### src/rtl/game_flow_ctrl.sv
// Top-level game sequencer: start/play/hit/wave/over flow, reset pulses to the
// datapath, movement freeze and level tracking. All outputs are registered.
module game_flow_ctrl #(
    parameter int HIT_FRAMES  = 60,
    parameter int WAVE_FRAMES = 90,
    parameter int MAX_LEVEL   = 7
) (
    input  logic       clk,
    input  logic       rst,
    input  logic       frame_tick,
    input  logic       start_btn,
    input  logic       player_hit,
    input  logic [1:0] lives,
    input  logic       all_invaders_dead,
    input  logic       invaders_landed,
    output logic       game_rst,
    output logic       wave_rst,
    output logic       freeze,
    output logic       playing,
    output logic       game_over,
    output logic [2:0] level,
    output logic [2:0] state
);

    localparam logic [2:0] S_IDLE  = 3'd0;
    localparam logic [2:0] S_START = 3'd1;
    localparam logic [2:0] S_PLAY  = 3'd2;
    localparam logic [2:0] S_HIT   = 3'd3;
    localparam logic [2:0] S_WAVE  = 3'd4;
    localparam logic [2:0] S_OVER  = 3'd5;

    localparam logic [7:0] HIT_LAST  = 8'(HIT_FRAMES - 1);
    localparam logic [7:0] WAVE_LAST = 8'(WAVE_FRAMES - 1);
    localparam logic [2:0] LEVEL_MAX = 3'(MAX_LEVEL);

    logic       start_q;
    logic       start_press;
    logic [7:0] timer;
    logic [2:0] state_next;
    logic       hit_done;
    logic       wave_done;
    logic [2:0] level_next;

    assign start_press = start_btn & ~start_q;
    assign hit_done    = (state == S_HIT)  && frame_tick && (timer == HIT_LAST);
    assign wave_done   = (state == S_WAVE) && frame_tick && (timer == WAVE_LAST);

    always_comb begin
        state_next = state;
        case (state)
            S_IDLE: begin
                if (start_press)
                    state_next = S_START;
            end
            S_START: state_next = S_PLAY;
            S_PLAY: begin
                if (invaders_landed)
                    state_next = S_OVER;
                else if (player_hit)
                    state_next = S_HIT;
                else if (all_invaders_dead)
                    state_next = S_WAVE;
            end
            S_HIT: begin
                // lives is sampled only at exit: the tracker decrements on the hit itself
                if (hit_done)
                    state_next = (lives == 2'd0) ? S_OVER : S_PLAY;
            end
            S_WAVE: begin
                if (wave_done)
                    state_next = S_PLAY;
            end
            S_OVER: begin
                if (start_press)
                    state_next = S_START;
            end
            default: state_next = S_IDLE;
        endcase
    end

    always_comb begin
        level_next = level;
        if (state_next == S_START)
            level_next = '0;
        else if (wave_done && (level < LEVEL_MAX))
            level_next = level + 3'd1;
    end

    always_ff @(posedge clk) begin
        if (rst) begin
            state     <= S_IDLE;
            start_q   <= 1'b1;
            timer     <= '0;
            game_rst  <= 1'b0;
            wave_rst  <= 1'b0;
            freeze    <= 1'b1;
            playing   <= 1'b0;
            game_over <= 1'b0;
            level     <= '0;
        end else begin
            state     <= state_next;
            start_q   <= start_btn;
            level     <= level_next;
            game_rst  <= (state_next == S_START);
            wave_rst  <= (state_next == S_START) || wave_done;
            freeze    <= (state_next != S_PLAY);
            playing   <= (state_next == S_PLAY);
            game_over <= (state_next == S_OVER);
            if (state_next != state)
                timer <= '0;
            else if (frame_tick && ((state == S_HIT) || (state == S_WAVE)))
                timer <= timer + 8'd1;
        end
    end

endmodule

### config.mk
export PLATFORM = sky130hd
export DESIGN_NAME = game_flow_ctrl
export DESIGN_NICKNAME = d
export VERILOG_FILES = /design/src/rtl/game_flow_ctrl.sv
export SDC_FILE = /design/constraint.sdc
export NUM_CORES = 1
export LEC_CHECK = 0
export CAP_MARGIN = 20
export CORE_MARGIN = 2
export CORE_UTILIZATION = 54
export CTS_BUF_LIST = sky130_fd_sc_hd__clkbuf_4 sky130_fd_sc_hd__clkbuf_8 sky130_fd_sc_hd__clkbuf_16
export CTS_CLUSTER_DIAMETER = 100
export DETAILED_ROUTE_END_ITERATION = 7
export PLACE_DENSITY = 0.82
export SYNTH_ARGS = -nofsm -noshare
export SYNTH_HDL_FRONTEND = slang
export SYNTH_SLANG_ARGS = --single-unit
### constraint.sdc
create_clock -name clk -period 6.1 [get_ports clk]
set_clock_uncertainty 0.05 [all_clocks]
set_input_delay 0.61 -clock clk [delete_from_list [all_inputs] [get_ports clk]]
set_output_delay 0.61 -clock clk [all_outputs]
set_load 0.02 [all_outputs]
==> metrics.cfg, run 1 <==
[finish]
fin_cells = 165
drive_above_1_share_pct = 10.87
nets = 152
diodes = 0
finalInstanceArea_mm2 = 0.001291
syn2layout_area_growth_pct = 18.21

[critical_path]
crit_required_ns = 6.22
critPathSlowestCell = o22ai_1
slowest_delay_ns = 0.54
crit_top_cell = nor3_1
path_max_fanout = 8
crit_type = in -> reg
startpoint_type = primary input
crit_chain = clkdlybuf4s50_1 -> or4b_4 -> nor3_1 -> nor3_1 -> o22ai_1 -> nor3_1
worst_setup_path_end_kind = flip-flop
worstPathArrival_ns = 2.62

[floorplanning]
core_mm2 = 0.001942
ios = 20
rows = 16
initial_core_util_pct = 56.25
die_y_um = 48.98
fp.dieW_um = 48.98
dieArea_mm2 = 0.002399

[synth]
synth_flop_cell = dfxtp_1
synth_area_leader_cell = dfxtp_1
yosysMostFrequentCell = dfxtp_1
synth_top_area_share_pct = 36.66
syn_inst = 121
synth-seq-cells = 20
synth_edf_count = 0
ys.warnings.count = 0
syn_area_per_cell_um2 = 9.027
ys_types = 48
synth_area_mm2 = 0.001092
synthTopCellsByArea = dfxtp_1, nor3_1, xor2_1
synth_common_cells = dfxtp_1, nor3_1, nor2_1
syn_nets = 133
ys_async_sr_fraction_pct = 0
ys_seq_area_share_pct = 36.66

[timing]
slew_headroom_pct = 57.21
period_share_pct = 41.00
worstMarginPinSlew_ns = 0.6418
drv_slew = 0
min_period_ns = 2.501
final-hold-violation-count = 0
tns_ns = 0
fmax_ghz = 0.3998
setup_viol = 0
rsz0062_at_grt = no

[routing]
drc = 0
ant_nets = 0
num_vias = 936
wirelength_mm = 2.199
post_drt_wl_per_cell_um = 13.33
first_pass_iters = 4
avgViaCountPerCell = 5.673
drt_iter0_drc = 27

[clock_network]
cts_resized = 0
htree_num_levels = 1
clock_latency_ns = 0.30
cts_hold_buf = 0
cts_buffers = 3
ctsRootBufferMaster = clkbuf_4
post_cts_buffers = 0
cts_sinks = 20
clkTransAtPathRegs_ns = 0.11
cts_tree = done
ctsLongestPathBuffers = 2

[global_routing]
antenna_found_initial = 0
grt_overflow = 0
grtUsageTotal_pct = 20.81
grt_first_pass_wirelength_mm = 3.891
grt_max_degree = 13
grt_pass1_vias = 893

[pwr]
ir_drop_mv = 0.1617
powerDensity_mw_per_mm2 = 178.2
leakagePower_nw = 0.4439

[placed_design]
dp.cells = 162
hpwl_mm = 1.623
port_buffers = 19
finalWeightedCongestion = 0.8147
placed_area_mm2 = 0.001269

[hold_path]
hp-class = reg -> reg

[status]
outcome = complete, no violations

[run]
maxCapViolCount = 0

## metal layers
| layer | part of all wire (%) | up-vias | GRT usage [%] |
|---|---|---|---|
| met5 | 0 | - | 0 |
| met4 | 2.1 | 0 | 10.00 |
| met3 | 5.1 | 5 | 3.988 |
| met2 | 45 | 31 | 35.39 |
| met1 | 48 | 416 | 25.10 |
| li1 | - | 484 | - |
## power breakdown
part / switching (mW) / total (mW) / internal (mW)
sequential: 0.00316 / 0.136 / 0.133
clock: 0.0402 / 0.0633 / 0.0231
combinational: 0.0158 / 0.0306 / 0.0148
total: 0.0591 / 0.230 / 0.171
## flip-flops by register name (all words and copies together), names as in the netlist
| register | cells |
|---|---|
| playing | 1 |
| game_over | 1 |
| game_rst | 1 |
| timer | 8 |
| wave_rst | 1 |
| state | 3 |
| start_q | 1 |
| level | 3 |
| freeze | 1 |
## cell usage in the layout (no fill, tap or decap), types with 2 or more instances in the layout
| master | count |
|---|---|
| dfxtp_1 | 20 |
| nor3_1 | 12 |
| a21oi_1 | 7 |
| clkbuf_4 | 3 |
| nor4b_1 | 2 |
| nand4_1 | 4 |
| o21ai_0 | 2 |
| clkdlybuf4s50_1 | 19 |
| ha_1 | 3 |
| nand3_1 | 5 |
| nand2b_1 | 3 |
| xor2_1 | 6 |
| nand2_1 | 6 |
| nor2b_1 | 2 |
| nor2_1 | 9 |
| o21a_1 | 3 |
| inv_1 | 3 |
## cells by family after synthesis
family | share of synthesized area [%]
DFF | 36.65
adders and majority gates | 3.437
buffers and inverters | 5.383
xor gates and xnor gates | 5.613
AOI/OAI and AO/OA | 13.86
and+or+nand+nor | 35.05
## layout make-up
| cell class | count | area, µm² |
|---|---|---|
| fillers | 174 | 650.6 |
| repair buffers | 19 | 190.2 |
| inverters | 3 | 11.26 |
| well taps | 27 | 33.78 |
| clock buffers | 3 | 22.52 |
| multi-input cells | 93 | 633.1 |
| flip-flops and latches | 20 | 400.4 |
## critical path, delay by kind of cell
family | cells | cell delay, ns
compound gates | 1 | 0.54
buf+inv | 1 | 0.50
simple gates | 4 | 0.98
## path summary, 6_finish.rpt
check	from	endpoint	slack, ns	cells after the start
min	timer[1]$_SDFFE_PP0P_	timer[1]$_SDFFE_PP0P_	0.50	2
max reg2reg	state[2]$_SDFF_PP0_	game_over$_SDFF_PP0_	3.92	5
min reg2reg	timer[1]$_SDFFE_PP0P_	timer[1]$_SDFFE_PP0P_	0.50	2
max	frame_tick	timer[5]$_SDFFE_PP0P_	3.60	6
## through the flow
stage | setup WS [ns] | util, % | hold slack (ns) | power, mW
after floorplan | 3.972 | - | 0.4648 | 0.1586
after global placement | 3.356 | 65.34 | 0.4801 | 0.1690
after detailed placement | 3.259 | 65.34 | 0.4927 | 0.1697
after CTS | 3.606 | 66.49 | 0.5074 | 0.2308
after global routing | 3.453 | 66.49 | 0.5455 | 0.2382
final | 3.599 | 66.49 | 0.5047 | 0.2301
No activity file was read; power rests on OpenSTA's default activity.
==> inputs of run 2 (changes only) <==
- CORE_UTILIZATION: 54 -> 51
- PLACE_DENSITY: 0.82 -> 0.78
- clock period: 6.1 -> 2.5 ns (I/O delays scaled with it)
==> run 2 against run 1 <==
Compared with the run above: cell area is 3.5% higher; clock-buffer cell count stayed put; hold slack better by 0.011 ns; core utilization is 0.93 points higher.
==> metrics.cfg, run 2 (synthesized netlist as in run 1, its figures left out) <==
[global_routing]
grt_max_degree = 13  ; unchanged
grt_first_pass_wirelength_mm = 3.891  ; unchanged
grtUsageTotal_pct = 19.71  ; was 20.81%
antenna_found_initial = 0  ; unchanged
grt_overflow = 0  ; unchanged
grt_pass1_vias = 871  ; was 893

[critical_path]
cp.depth = 5  ; was 6
startpoint_type = flip-flop  ; was primary input
crit_chain = or4b_4 -> or4b_1 -> a22oi_2 -> nand2_2 -> and4_1  ; was clkdlybuf4s50_1 -> or4b_4 -> nor3_1 -> nor3_1 -> o22ai_1 -> nor3_1
worstPathArrival_ns = 2.23  ; was 2.62 ns
crit_family = simple AND/OR/NAND/NOR gates  ; unchanged
slowest_delay_ns = 0.54  ; about the same
worstRegToRegCells = 5  ; unchanged
critPathSlowestCell = or4b_4  ; was o22ai_1
reg2reg_slack_ns = 0.43  ; was 3.92 ns
path_max_fanout = 7  ; was 8
timing.critical_path.to = playing$_SDFF_PP0_  ; was timer[5]$_SDFFE_PP0P_
crit_required_ns = 2.66  ; was 6.22 ns
crit_type = reg -> reg  ; was in -> reg
r2r-start = timer[2]$_SDFFE_PP0P_  ; was state[2]$_SDFF_PP0_
regToRegEndpoint = playing$_SDFF_PP0_  ; was game_over$_SDFF_PP0_
worst_setup_path_end_kind = flip-flop  ; unchanged
timing.critical_path.buf_inv = 0  ; was 1
crit_start = timer[2]$_SDFFE_PP0P_  ; was frame_tick

[finish]
top_regs = timer: 8 flops, level: 3 flops, state: 3 flops  ; unchanged
regMostFlops = timer  ; unchanged
final_cell_mix = dfxtp_1, clkdlybuf4s50_1, nor3_1, nor2_1, a21oi_1  ; unchanged
nets = 154  ; was 152
drive_above_1_share_pct = 12.77  ; was 10.87%
diodes = 0  ; unchanged
final_common_cell = dfxtp_1  ; unchanged
syn2layout_area_growth_pct = 22.34  ; was 18.21%
fin_cells = 168  ; was 165
largest_reg_flops = 8  ; unchanged

[timing]
rsz0062_at_grt = no  ; unchanged
tns_ns = 0  ; unchanged
setup_viol = 0  ; unchanged
slew_headroom_pct = 62.55  ; was 57.21%
period_share_pct = 82.84
fin_ws_ns = 0.4290  ; was 3.599 ns
drv_slew = 0  ; unchanged
min_period_ns = 2.071
fmax_ghz = 0.4829
worstMarginPinSlew_ns = 0.5581  ; was 0.6418 ns
final-hold-violation-count = 0  ; unchanged

[routing]
wirelength_mm = 2.204  ; was 2.199 mm
drc = 0  ; unchanged
ant_nets = 0  ; unchanged
first_pass_iters = 4  ; unchanged
post_drt_wl_per_cell_um = 13.12  ; was 13.33 µm
drt_iter0_drc = 25  ; was 27
num_vias = 970  ; was 936
avgViaCountPerCell = 5.774  ; was 5.673

[clock_network]
ctsRootBufferMaster = clkbuf_4  ; unchanged
clock_latency_ns = 0.30  ; about the same
post_cts_buffers = 0  ; unchanged
clkTransAtPathRegs_ns = 0.12  ; was 0.11 ns
cts_buffers = 3  ; unchanged
ctsLongestPathBuffers = 2  ; unchanged
cts_tree = done  ; unchanged
htree_num_levels = 1  ; unchanged
cts_sinks = 20  ; unchanged
cts_resized = 0  ; unchanged
cts_hold_buf = 0  ; unchanged

[floorplanning]
dieArea_mm2 = 0.002528  ; was 0.002399 mm²
rows = 16  ; unchanged
die_y_um = 50.28  ; was 48.98 µm
fp.dieW_um = 50.28  ; was 48.98 µm
initial_core_util_pct = 55.11  ; was 56.25%
ios = 20  ; unchanged
core_mm2 = 0.001982  ; was 0.001942 mm²

[pwr]
leakagePower_nw = 0.4685  ; was 0.4439 nW
powerDensity_mw_per_mm2 = 504.9  ; was 178.2 mW/mm²
p_switching_mw = 0.1489  ; was 0.05914 mW
p_int_mw = 0.5257  ; was 0.1710 mW
seq_power_share_pct = 49.1  ; was 59.2%
ir_drop_mv = 0.3699  ; was 0.1617 mV
clkPwrFrac_pct = 39.1  ; was 27.5%
swShare_pct = 22.07  ; was 25.70%
comb_power_share_pct = 11.8  ; was 13.3%

[hold_path]
hp-class = reg -> reg  ; unchanged

[run]
maxCapViolCount = 0  ; unchanged

[placed_design]
dp.cells = 164  ; was 162
port_buffers = 19  ; unchanged
hpwl_mm = 1.625  ; was 1.623 mm
finalWeightedCongestion = 0.8582  ; was 0.8147
dp_slack_ns = 0.1250  ; was 3.259 ns

[status]
outcome = complete, no violations  ; unchanged

## run 2: changes by cell type in the layout (fill, tap and decap cells not counted)
cell / change
buf_4: +2
bufinv_16: +1
## run 2: per-stage QoR
stage	total power [mW]	area [µm²]	util, %	hold WS (ns)
floorplan	0.3869	1092	-	0.3066
detailed placement	0.4175	1284	64.77	0.4961
finish	0.6746	1336	67.42	0.5161
global placement	0.4160	1284	64.77	0.4820
CTS	0.6799	1336	67.42	0.5132
global route	0.7057	1336	67.42	0.5414
## run 2: how the worst min path moves through the flow
stage,start,end,slack [ns],cells past startpoint
6_report,level[0]$_SDFFE_PP0P_,level[0]$_SDFFE_PP0P_,0.52,1
5_1_grt,start_btn,start_q$_SDFF_PP1_,0.54,2
2_1_floorplan,start_btn,start_q$_SDFF_PP1_,0.31,1
3_5_place_dp,timer[1]$_SDFFE_PP0P_,timer[1]$_SDFFE_PP0P_,0.50,2
3_3_place_gp,timer[1]$_SDFFE_PP0P_,timer[1]$_SDFFE_PP0P_,0.48,2
4_1_cts,timer[1]$_SDFFE_PP0P_,timer[1]$_SDFFE_PP0P_,0.51,2
## run 2: worst reg2reg max path: cells and delay by family (launching register included)
family           cells  cell delay, ns
AO/OA/AOI/OAI        1            0.19
flip-flops           1            0.39
AND/OR/NAND/NOR      4            1.34
## run 2: layout make-up
type / instances / area, µm²
Clock buffer: 3 / 22.52
Clock inverter: 1 / 30.03
Fill cell: 166 / 645.6
Inverter: 3 / 11.26
Multi-Input combinational cell: 93 / 633.1
Sequential cell: 20 / 400.4
Tap cell: 27 / 33.78
Timing Repair Buffer: 21 / 205.2
## run 2: power by group through the flow
stage               clock (mW)  sequential, mW  combinational, mW
CTS                      0.269           0.331             0.0794
finish                   0.264           0.331             0.0794
detailed placement           0           0.338             0.0791
floorplan                    0           0.341             0.0462
global placement             0           0.338             0.0781
global route             0.286           0.333             0.0874
## run 2: metal layers
metal	global-route usage [%]	part of all wire [%]	routed length (µm)
met5	0	0	0
met4	5.556	1.5	34
met3	2.976	4.5	100
met2	32.89	47	1026
met1	26.21	47	1043
==> RTL edit (config.mk and constraints of run 1) <==
Put one more register stage on the output `state`, cleared by the reset. The value now appears one clock later. The other outputs are not delayed to match.
--- a/src/rtl/game_flow_ctrl.sv
+++ b/src/rtl/game_flow_ctrl.sv
@@ -33,6 +33,8 @@
     localparam logic [7:0] WAVE_LAST = 8'(WAVE_FRAMES - 1);
     localparam logic [2:0] LEVEL_MAX = 3'(MAX_LEVEL);
 
+    logic [2:0] state_s0;
+
     logic       start_q;
     logic       start_press;
     logic [7:0] timer;
@@ -42,12 +44,12 @@
     logic [2:0] level_next;
 
     assign start_press = start_btn & ~start_q;
-    assign hit_done    = (state == S_HIT)  && frame_tick && (timer == HIT_LAST);
-    assign wave_done   = (state == S_WAVE) && frame_tick && (timer == WAVE_LAST);
+    assign hit_done    = (state_s0 == S_HIT)  && frame_tick && (timer == HIT_LAST);
+    assign wave_done   = (state_s0 == S_WAVE) && frame_tick && (timer == WAVE_LAST);
 
     always_comb begin
-        state_next = state;
-        case (state)
+        state_next = state_s0;
+        case (state_s0)
             S_IDLE: begin
                 if (start_press)
                     state_next = S_START;
@@ -88,7 +90,7 @@
 
     always_ff @(posedge clk) begin
         if (rst) begin
-            state     <= S_IDLE;
+            state_s0  <= S_IDLE;
             start_q   <= 1'b1;
             timer     <= '0;
             game_rst  <= 1'b0;
@@ -98,7 +100,7 @@
             game_over <= 1'b0;
             level     <= '0;
         end else begin
-            state     <= state_next;
+            state_s0  <= state_next;
             start_q   <= start_btn;
             level     <= level_next;
             game_rst  <= (state_next == S_START);
@@ -106,10 +108,18 @@
             freeze    <= (state_next != S_PLAY);
             playing   <= (state_next == S_PLAY);
             game_over <= (state_next == S_OVER);
-            if (state_next != state)
+            if (state_next != state_s0)
                 timer <= '0;
-            else if (frame_tick && ((state == S_HIT) || (state == S_WAVE)))
+            else if (frame_tick && ((state_s0 == S_HIT) || (state_s0 == S_WAVE)))
                 timer <= timer + 8'd1;
+        end
+    end
+
+    always_ff @(posedge clk) begin
+        if (rst) begin
+            state <= '0;
+        end else begin
+            state <= state_s0;
         end
     end
 
Formal check against the unedited RTL: not equivalent (a bounded check fails within 4 cycles, from zero or initial values and one cycle with rst high).
==> RTL edit against run 1 <==
Routed wire length rose by 5.7%. Synthesized area rose by 5.2%. Count of clock-buffer cells in the layout did not move. Register-to-register slack got worse by 0.05 ns. Global-route usage barely moved. Sequential cell count rose by 3. Final area rose by 6.3%. Total power rose by 11%. Die area rose by 4.7%. Via count rose by 6.5%. Worst setup slack improved by 0.16 ns. Utilization rose by 2.8 points. Combinational power fell by 8.2%. Critical path type unchanged. Highest routed layer unchanged.
==> RTL edit: results (changes against run 1) <==
Outcome
  • Status: finished clean

Finish
  • Inverters: 4 (+1)
  • Clock-cell share: 0.02005 (+0.002613)
  • Share of cells above drive strength 1: 0.06944 (-0.03925)
  • Final instance area: 0.001373 sq mm (+6.3%)
  • Final net count: 157 (+3.3%)
  • Fraction of area in multi-input gates: 0.4704 (-0.01994)
  • Register area: 460.4 sq um (+15%)
  • Filler cells: 166 (-4.6%)

Global route
  • Largest net degree at the start of global routing: 14 (+1)
  • Met3 usage: 0.03939 (-0.0004834)

Logic synthesis
  • Most frequent cells after synthesis: dfxtp_1, nor2_1, nand2_1
  • Net count after synthesis: 139 (+4.5%)
  • Seq/Total Area, Yosys: 0.4009 (+0.03432)
  • Ranking of synthesized cells by area: dfxtp_1, nor2_1, xor2_1

Routing
  • Wire length on met3: 69 um (-39%)
  • Starting DRT DRC Count: 21 (-22%)
  • Met2 Wirelength: 1245 um (+27%)
  • Wirelength per Cell: 13.59 um (+2.0%)
  • Vias/cell: 5.830 (+2.8%)

Critical path
  • Flop2flop setup slack: 3.87 ns (-0.05 ns)
  • Critical Path AT: 2.50 ns (-0.12 ns)
  • Slowest cell on crit path: clkdlybuf4s50_1
  • CP endpoint: level[1]
  • Worst-path fanout max: 5 (-3)
  • R2R depth: 6 (+1)

Power and ir drop
  • VDD IR max: 0.1614 mV (-0.17%)
  • P_int: 0.1921 mW (+12%)

Placement
  • Placed cells: 167 (+3.1%)

Worst hold path
  • Hold Crit Endpoint: timer[5]
  • Hold path start: timer[5]

Timing
  • Worst setup margin: 3.754 ns (+0.1551 ns)
## RTL edit: cell families after synthesis
group | after synthesis | share of synthesized area
AOI/OAI and AO/OA | 22 | 0.1460
DFF | 23 | 0.4009
and+or+nand+nor | 63 | 0.3377
xor gates and xnor gates | 6 | 0.04575
buffers and inverters | 10 | 0.03704
adders and majority gates | 3 | 0.03268
## RTL edit: power by group through the flow
| stage | Clock, mW | Combinational (mW) | Sequential [mW] |
|---|---|---|---|
| finish | 0.0706 | 0.0281 | 0.156 |
| global placement | 0 | 0.0273 | 0.159 |
| detailed placement | 0 | 0.0281 | 0.159 |
| global route | 0.0786 | 0.0307 | 0.157 |
| CTS | 0.0719 | 0.0282 | 0.156 |
| floorplan | 0 | 0.0161 | 0.160 |
## RTL edit: worst max-delay path: cells and delay by family
family	cells	cell delay, ns
AOI/OAI and AO/OA	1	0.36
and+or+nand+nor	4	0.99
buffers and inverters	1	0.53
